$ cat src/rtl/bitplane_sequencer.sv
// Bit-serial weight/activation front end: issues MSB-first bit-plane sums.
// Optional BITPLANE_SIGNED_ACT_EN: two's-complement activations, negated plane 3.
module bitplane_sequencer #(
   parameter int N_IN    = 16,
   parameter int WT_BITS = 6
) (
   input  logic              clk,
   input  logic              rst_n,
   input  logic              wt_we,
   input  logic [3:0]        wt_addr,
   input  logic [5:0]        wt_data,
   output logic              wt_err,
   input  logic              in_valid,
   output logic              in_ready,
   input  logic [63:0]       in_act,
   output logic [1:0]        cycle,
   output logic signed [9:0] partialsum,
   output logic              res_valid,
   output logic              ovf
);

   logic [WT_BITS-1:0] w [N_IN];
   logic [63:0]        act;
   logic               busy;
   logic [1:0]         bidx;
   logic               xfer;
   logic               p0_d;
   logic signed [9:0]  sum;
   logic signed [9:0]  ps_nxt;
   logic [1:0]         cyc_nxt;
   logic               clamp;

   assign in_ready = !busy || (bidx == 2'd0);
   assign xfer     = in_valid && in_ready;

   // Any subset of lanes sums within -512..496, so 10 bits never wrap
   always_comb begin
      sum = '0;
      for (int i = 0; i < N_IN; i++) begin
         if (act[4*i + int'(bidx)])
            sum = sum + {{(10-WT_BITS){w[i][WT_BITS-1]}}, w[i]};
      end
   end

`ifdef BITPLANE_SIGNED_ACT_EN
   logic signed [10:0] neg;
   always_comb begin
      neg    = -{sum[9], sum};
      ps_nxt = sum;
      clamp  = 1'b0;
      if (bidx == 2'd3) begin
         if (neg == 11'sd512) begin
            ps_nxt = 10'sd511;
            clamp  = 1'b1;
         end else begin
            ps_nxt = neg[9:0];
         end
      end
   end

   always_ff @(posedge clk or negedge rst_n) begin
      if (!rst_n)
         ovf <= 1'b0;
      else if (busy && clamp)
         ovf <= 1'b1;
   end
`else
   always_comb begin
      ps_nxt = sum;
      clamp  = 1'b0;
   end
   assign ovf = clamp;
`endif

   always_comb begin
      cyc_nxt = 2'd0;
      unique case (bidx)
         2'd3: cyc_nxt = 2'd1;
         2'd2: cyc_nxt = 2'd2;
         2'd1: cyc_nxt = 2'd3;
         2'd0: cyc_nxt = 2'd0;
      endcase
   end

   always_ff @(posedge clk or negedge rst_n) begin
      if (!rst_n) begin
         for (int i = 0; i < N_IN; i++)
            w[i] <= '0;
         wt_err <= 1'b0;
      end else begin
         wt_err <= wt_we && busy;
         if (wt_we && !busy)
            w[wt_addr] <= wt_data;
      end
   end

   always_ff @(posedge clk or negedge rst_n) begin
      if (!rst_n) begin
         act        <= '0;
         busy       <= 1'b0;
         bidx       <= 2'd0;
         cycle      <= 2'd0;
         partialsum <= '0;
         p0_d       <= 1'b0;
         res_valid  <= 1'b0;
      end else begin
         p0_d      <= busy && (bidx == 2'd0);
         res_valid <= p0_d;
         if (busy) begin
            cycle      <= cyc_nxt;
            partialsum <= ps_nxt;
            bidx       <= bidx - 2'd1;
            if (bidx == 2'd0)
               busy <= 1'b0;
         end else begin
            cycle      <= 2'd0;
            partialsum <= '0;
         end
         // A new vector overrides the plane-0 retirement at the same edge
         if (xfer) begin
            act  <= in_act;
            busy <= 1'b1;
            bidx <= 2'd3;
         end
      end
   end

endmodule
$ cat config.mk
export PLATFORM = sky130hd
export DESIGN_NAME = bitplane_sequencer
export DESIGN_NICKNAME = d
export VERILOG_FILES = /design/src/rtl/bitplane_sequencer.sv
export SDC_FILE = /design/constraint.sdc
export NUM_CORES = 1
export LEC_CHECK = 0
export ABC_AREA = 1
export BUFFER_PORTS_ARGS = -buffer_cell sky130_fd_sc_hd__buf_2
export CAP_MARGIN = 0
export CELL_PAD_IN_SITES_DETAIL_PLACEMENT = 1
export CELL_PAD_IN_SITES_GLOBAL_PLACEMENT = 1
export CORE_AREA = 8 8 205 207
export CTS_CLUSTER_DIAMETER = 80
export DETAILED_ROUTE_END_ITERATION = 7
export DIE_AREA = 0 0 213 215
export PLACE_DENSITY = 0.67
export RECOVER_POWER = 50
export SETUP_SLACK_MARGIN = 0.02
export SYNTH_ARGS = -nofsm -noshare
export SYNTH_HDL_FRONTEND = slang
export SYNTH_SLANG_ARGS = --single-unit
$ cat constraint.sdc
create_clock -name clk -period 16.75 [get_ports clk]
set_clock_uncertainty 0.1 [all_clocks]
set_input_delay 1.675 -clock clk [delete_from_list [all_inputs] [get_ports clk]]
set_output_delay 1.675 -clock clk [all_outputs]
set_load 0.05 [all_outputs]
==> run_results.csv, run 1 <==
group,metric,value,unit
status,outcome,"finished with violations",
status,violations,"max-capacitance violations, max-slew violations",
sta,setup_viol,0,
critical_path,crit_required,17.02,ns
synth,yosysWarnings,0,
clocking,cts_inserted_buffers,17,
clocking,clk_path_buf_depth,2,
synth,yosys-mux-area-fraction,4.84,%
die,die_h,215,um
synth,synth_ff_type,"dfrtp_1",
detailed_routing,routedWlPerCell,16.5,um
synth,syn-cell-area,14900,um^2
detailed_routing,antenna_left,0,
detailed_routing,wirelength,42900,um
global_routing,grt_max_degree,84,
global_routing,overflow,0,
critical_path,worst_setup_path_end_kind,"flop",
sta,fmax,0.0647,GHz
worst_hold_path,hp-class,"reg -> reg",
sta,fin_crit,15.45,ns
synth,ys_top_cells_by_count,"nand2_1, inv_1, dfrtp_1, ha_1, o21ai_0",
die,start_util,38.2,%
die,core_area,39000,um^2
clocking,clockRootBuffer,"clkbuf_16",
critical_path,path_buf_inv,14,
synth,yosysSeqAreaShare,29.9,%
critical_path,crit_type,"reg -> reg",
flow_run,cap_violations,3,
placed_design,dpl.hpwl,33800,um
synth,synth-async-reset-ratio,100,%
synth,synth-compound-area-share,10.7,%
sta,max_slew.worst_pin.slew,4.37,ns
clocking,postCtsHoldBufs,0,
placed_design,portBuffers,92,
placed_design,gp_congestion,0.805,
layout,drive_gt1_share,16.1,%
critical_path,cp_data_arrival_time,15.72,ns
synth,synthXorXnorAreaFrac,3.64,%
sta,slew_viol_final,183,
sta,finalHoldViolCount,0,
global_routing,grt_first_pass_wirelength,70200,um
synth,synth_top_family_by_area,"simple AND/OR/NAND/NOR gates",
critical_path,cp_max_fo,17,
synth,synth_top_area_cell,"dfrtp_1",
sta,rsz0062_at_grt,"no",
synth,synth_cell_type_count,53,
detailed_routing,drc,0,
synth,synthSimpleGateAreaFrac,28.8,%
sta,period_share,92.3,%
detailed_routing,drtIter0Drc,570,
die,ios,94,
detailed_routing,dr.pass1.iters,4,
synth,yosysTopAreaCellShare,29.9,%
global_routing,antenna_found_initial,1,
clocking,htreeDepth,4,
global_routing,grt_use_total,18.9,%
global_routing,grt_pass1_vias,13832,
synth,yosys.cell_count.top_type,"nand2_1",
clocking,cts.clk_slew.worst_paths,0.07,ns
critical_path,critPathLaunchType,"flop",
clocking,insertion_delay,0.44,ns
critical_path,max_stage_delay,0.49,ns
die,rows,73,
critical_path,crit_family,"adder cells",
critical_path,crit_top_cell,"nand2_1",
layout,nNetsFinal,2297,
detailed_routing,vias,13034,
layout,fillers,4921,
clocking,cts_num_sinks,178,
sta,slew_headroom,-191,%
synth,syn_inst,1989,
die,die_w,213,um
synth,synth_nets,2223,
synth,ys_ff_latch,178,
synth,yosys.area_share.adder,13.9,%
layout,syn_to_final_growth,11.3,%
layout,antenna_cells,0,
clocking,cts_tree,"built",
synth,synth.avg_cell_area,7.49,um^2
detailed_routing,via_per_inst,5.02,
synth,synth_edf_count,0,
die,die_area,45800,um^2
synth,synth.area.top_cells,"dfrtp_1, nand2_1, ha_1",
sta,fin_tns_setup,0,ns
critical_path,critPathSlowestCell,"dfrtp_2",
## path summary, 6_finish.rpt
kind                              start            end  slack (ns)  cells after the start
worst min-delay path               p0_d      res_valid        0.26                      0
worst max-delay path            bidx[0]  partialsum[9]        1.30                     89
max in group asynchronous         rst_n        bidx[0]        9.18                      2
min in group asynchronous         rst_n  partialsum[7]        1.89                      1
worst max register to register  bidx[0]  partialsum[9]        1.30                     89
worst min register to register     p0_d      res_valid        0.26                      0
## area by class of cell
class | instances | area [um^2] | area share (%)
well taps | 525 | 657 | 3.96
flip-flops and latches | 178 | 4460 | 26.9
repair inverters | 1 | 8.76 | 0.0528
multi-input cells | 1505 | 9340 | 56.3
inverters | 250 | 953 | 5.75
clock inverters | 12 | 124 | 0.747
clock buffers | 18 | 439 | 2.65
repair buffers | 110 | 606 | 3.65
## cell usage in the layout (no fill, tap or decap), drive strengths merged, types with 4 or more instances in the layout
cell type,instances
xnor2,33
a21o,6
mux2,64
a21oi,89
a211oi,4
o21bai,9
nand3b,8
o21ai,161
fa,15
nand4,6
and2,27
nor2,85
nand2,591
o31ai,5
clkbuf,31
dfrtp,178
inv,255
nor3,5
clkinv,5
buf,97
xor2,29
ha,141
nand3,174
or2,40
## sequential cells by signal, summed over array words and instances, names as in the netlist
name	flops
w	96
wt_err	1
busy	1
res_valid	1
partialsum	10
bidx	2
act	64
cycle	2
p0_d	1
## layer usage
| metal | routed length (um) | global-route usage, % | share of wire [%] | up-vias |
|---|---|---|---|---|
| li1 | - | - | - | 6576 |
| met5 | 13 | 0 | 0.030 | - |
| met4 | 947 | 5.61 | 2.2 | 2 |
| met3 | 968 | 2.79 | 2.3 | 43 |
| met2 | 21200 | 33.0 | 49 | 98 |
| met1 | 19800 | 23.7 | 46 | 6315 |
## cells by family after synthesis
group / Yosys count
other cells: 1
simple gates: 937
mux: 64
flops: 178
fa+ha+maj: 156
xor+xnor: 62
buf+inv: 306
compound gates: 285
## metrics by stage
stage               util [%]  setup WS [ns]  cell area [um^2]  instances  hold WS (ns)
floorplan                  -           2.41             14900       1989         0.231
global placement        40.6           1.11             15800       2561         0.237
detailed placement      40.6          0.673             15800       2561         0.249
CTS                     42.0          0.557             16400       2591         0.265
global route            42.5         0.0170             16600       2599         0.271
finish                  42.5           1.30             16600       2599         0.263
## timing repair
item	in CTS	in global routing
setup endpoints to repair	0	4
setup buffers	0	6
endpoints found under the hold margin	0	0
gates resized for setup	0	34
Power of run 1 is left out: the tool's default activity adds up to more than one toggle a clock period on the data nets, which glitch-free logic cannot reach.
==> inputs of run 2 (changes only) <==
--- a/config.mk
+++ b/config.mk
@@ -14,6 +14,7 @@
 export CTS_CLUSTER_DIAMETER = 80
 export DETAILED_ROUTE_END_ITERATION = 7
 export DIE_AREA = 0 0 213 215
+export HOLD_SLACK_MARGIN = 0.05
 export PLACE_DENSITY = 0.67
 export RECOVER_POWER = 50
 export SETUP_SLACK_MARGIN = 0.02
==> constraint.sdc (replaced) <==
create_clock -name clk -period 19 [get_ports clk]
set_clock_uncertainty 0.1 [all_clocks]
set_input_delay 1.9 -clock clk [delete_from_list [all_inputs] [get_ports clk]]
set_output_delay 1.9 -clock clk [all_outputs]
set_load 0.05 [all_outputs]
==> run_results.csv, run 2 (synthesized netlist as in run 1, its figures left out) <==
group,metric,value,unit
sta,slew_headroom,-127,%
critical_path,crit_top_cell,"nand2_1",
global_routing,grt_max_degree,64,
layout,top_register,"w",
detailed_routing,routedWlPerCell,16.6,um
sta,slew_viol_final,119,
critical_path,worst_setup_path_end_kind,"flop",
critical_path,crit_required,19.27,ns
die,die_w,213,um
placed_design,portBuffers,92,
sta,rsz0062_at_grt,"no",
detailed_routing,dr.pass1.iters,4,
die,die_area,45800,um^2
detailed_routing,via_per_inst,5.01,
detailed_routing,wirelength,43200,um
die,core_area,39000,um^2
layout,stdcell_count,2592,
global_routing,antenna_found_initial,0,
global_routing,grt_first_pass_wirelength,72200,um
sta,finalHoldViolCount,0,
sta,period_share,86.8,%
layout,syn_to_final_growth,10.2,%
sta,max_slew.worst_pin.slew,3.40,ns
placed_design,gp_congestion,0.813,
clocking,cts_num_sinks,178,
detailed_routing,drtIter0Drc,500,
global_routing,grt_use_total,19.4,%
die,die_h,215,um
layout,drive_gt1_share,15.1,%
critical_path,startpoint,"bidx[1]",
layout,layout_common_cells,"nand2_1, inv_1, dfrtp_1, ha_1, o21ai_0",
critical_path,max_stage_delay,0.85,ns
worst_hold_path,hp-class,"reg -> reg",
critical_path,reg2reg_depth,99,
critical_path,crit_type,"reg -> reg",
critical_path,critPathSlowestCell,"dfrtp_1",
die,start_util,38.2,%
critical_path,cp_data_arrival_time,16.77,ns
critical_path,cp_max_fo,18,
layout,largest_reg_flops,96,
sta,setup_viol,0,
clocking,cts_inserted_buffers,17,
status,outcome,"finished with violations",
detailed_routing,antenna_left,0,
layout,final_area,16400,um^2
detailed_routing,drc,0,
clocking,insertion_delay,0.45,ns
critical_path,reg2reg_to,"partialsum[9]",
critical_path,cp-endpoint,"partialsum[9]",
global_routing,overflow,0,
critical_path,critPathLaunchType,"flop",
sta,fin_tns_setup,0,ns
layout,nNetsFinal,2288,
critical_path,rrSetupSlack,2.50,ns
die,rows,73,
layout,final_common_cell,"nand2_1",
clocking,postCtsHoldBufs,0,
flow_run,cap_violations,2,
die,ios,94,
critical_path,timing.rr.start,"bidx[1]",
placed_design,dp.cells,2560,
status,violations,"max-capacitance violations, max-slew violations",
layout,antenna_cells,0,
clocking,clk_path_buf_depth,2,
clocking,cts.clk_slew.worst_paths,0.07,ns
placed_design,dpl.hpwl,33900,um
sta,fin_crit,16.50,ns
clocking,cts-resized-gates,0,
detailed_routing,vias,12998,
clocking,cts_tree,"built",
clocking,clockRootBuffer,"clkbuf_16",
clocking,cts_setup_buffers,0,
clocking,htreeDepth,4,
sta,timing.hold.ws,0.261,ns
layout,reg_top3,"w: 96 flops, act: 64 flops, partialsum: 10 flops",
sta,fmax,0.0606,GHz
placed_design,place_area,15800,um^2
global_routing,grt_pass1_vias,14006,
-- run 2: cell types whose count changed in the layout (fill, tap and decap cells not counted), moves of 3 or more --
cell / previous run / this run
buf_2: 82 / 91
buf_4: 14 / 9
bufinv_16: 1 / 4
clkbuf_1: 12 / 5
ha_1: 134 / 141
ha_4: 6 / 0
nor2_1: 76 / 81
nor2_2: 8 / 3
o21ai_0: 131 / 135
o21ai_1: 22 / 19
-- run 2: critical path, delay by kind of cell (launching register included) --
family	cells	cell delay, ns
and+or+nand+nor	49	5.88
adders and majority gates	16	5.07
AOI/OAI and AO/OA	12	2.27
buffers and inverters	16	1.14
xor gates and xnor gates	6	1.09
DFF	1	0.85
-- run 2: final cells by class --
class / count / area (um^2)
clock buffers: 20 / 437
inverters: 250 / 946
well taps: 525 / 657
fillers: 4906 / 22600
flip-flops and latches: 178 / 4450
repair buffers: 102 / 531
clock inverters: 12 / 194
multi-input cells: 1505 / 9210
-- run 2: per-layer routing --
layer | global-route usage [%] | share of wire [%]
met1 | 24.4 | 46
met3 | 2.91 | 2.2
met4 | 5.34 | 2.0
met2 | 34.0 | 49
met5 | 0 | 0
-- run 2: worst min-delay path by stage --
stage	from	endpoint	slack [ns]	cells after the start
2_1_floorplan	p0_d	res_valid	0.23	0
3_3_place_gp	p0_d	res_valid	0.23	0
3_5_place_dp	p0_d	res_valid	0.24	0
4_1_cts	p0_d	res_valid	0.26	0
5_1_grt	p0_d	res_valid	0.28	0
6_report	p0_d	res_valid	0.26	0
-- run 2: metrics by stage --
step                      worst slack [ns]  util [%]
after floorplan                       4.66         -
after global placement                3.11      40.5
after detailed placement              2.48      40.5
after CTS                             2.42      42.2
after global routing                 0.832      42.1
final                                 2.50      42.1
Power of run 2 is left out for the same reason.
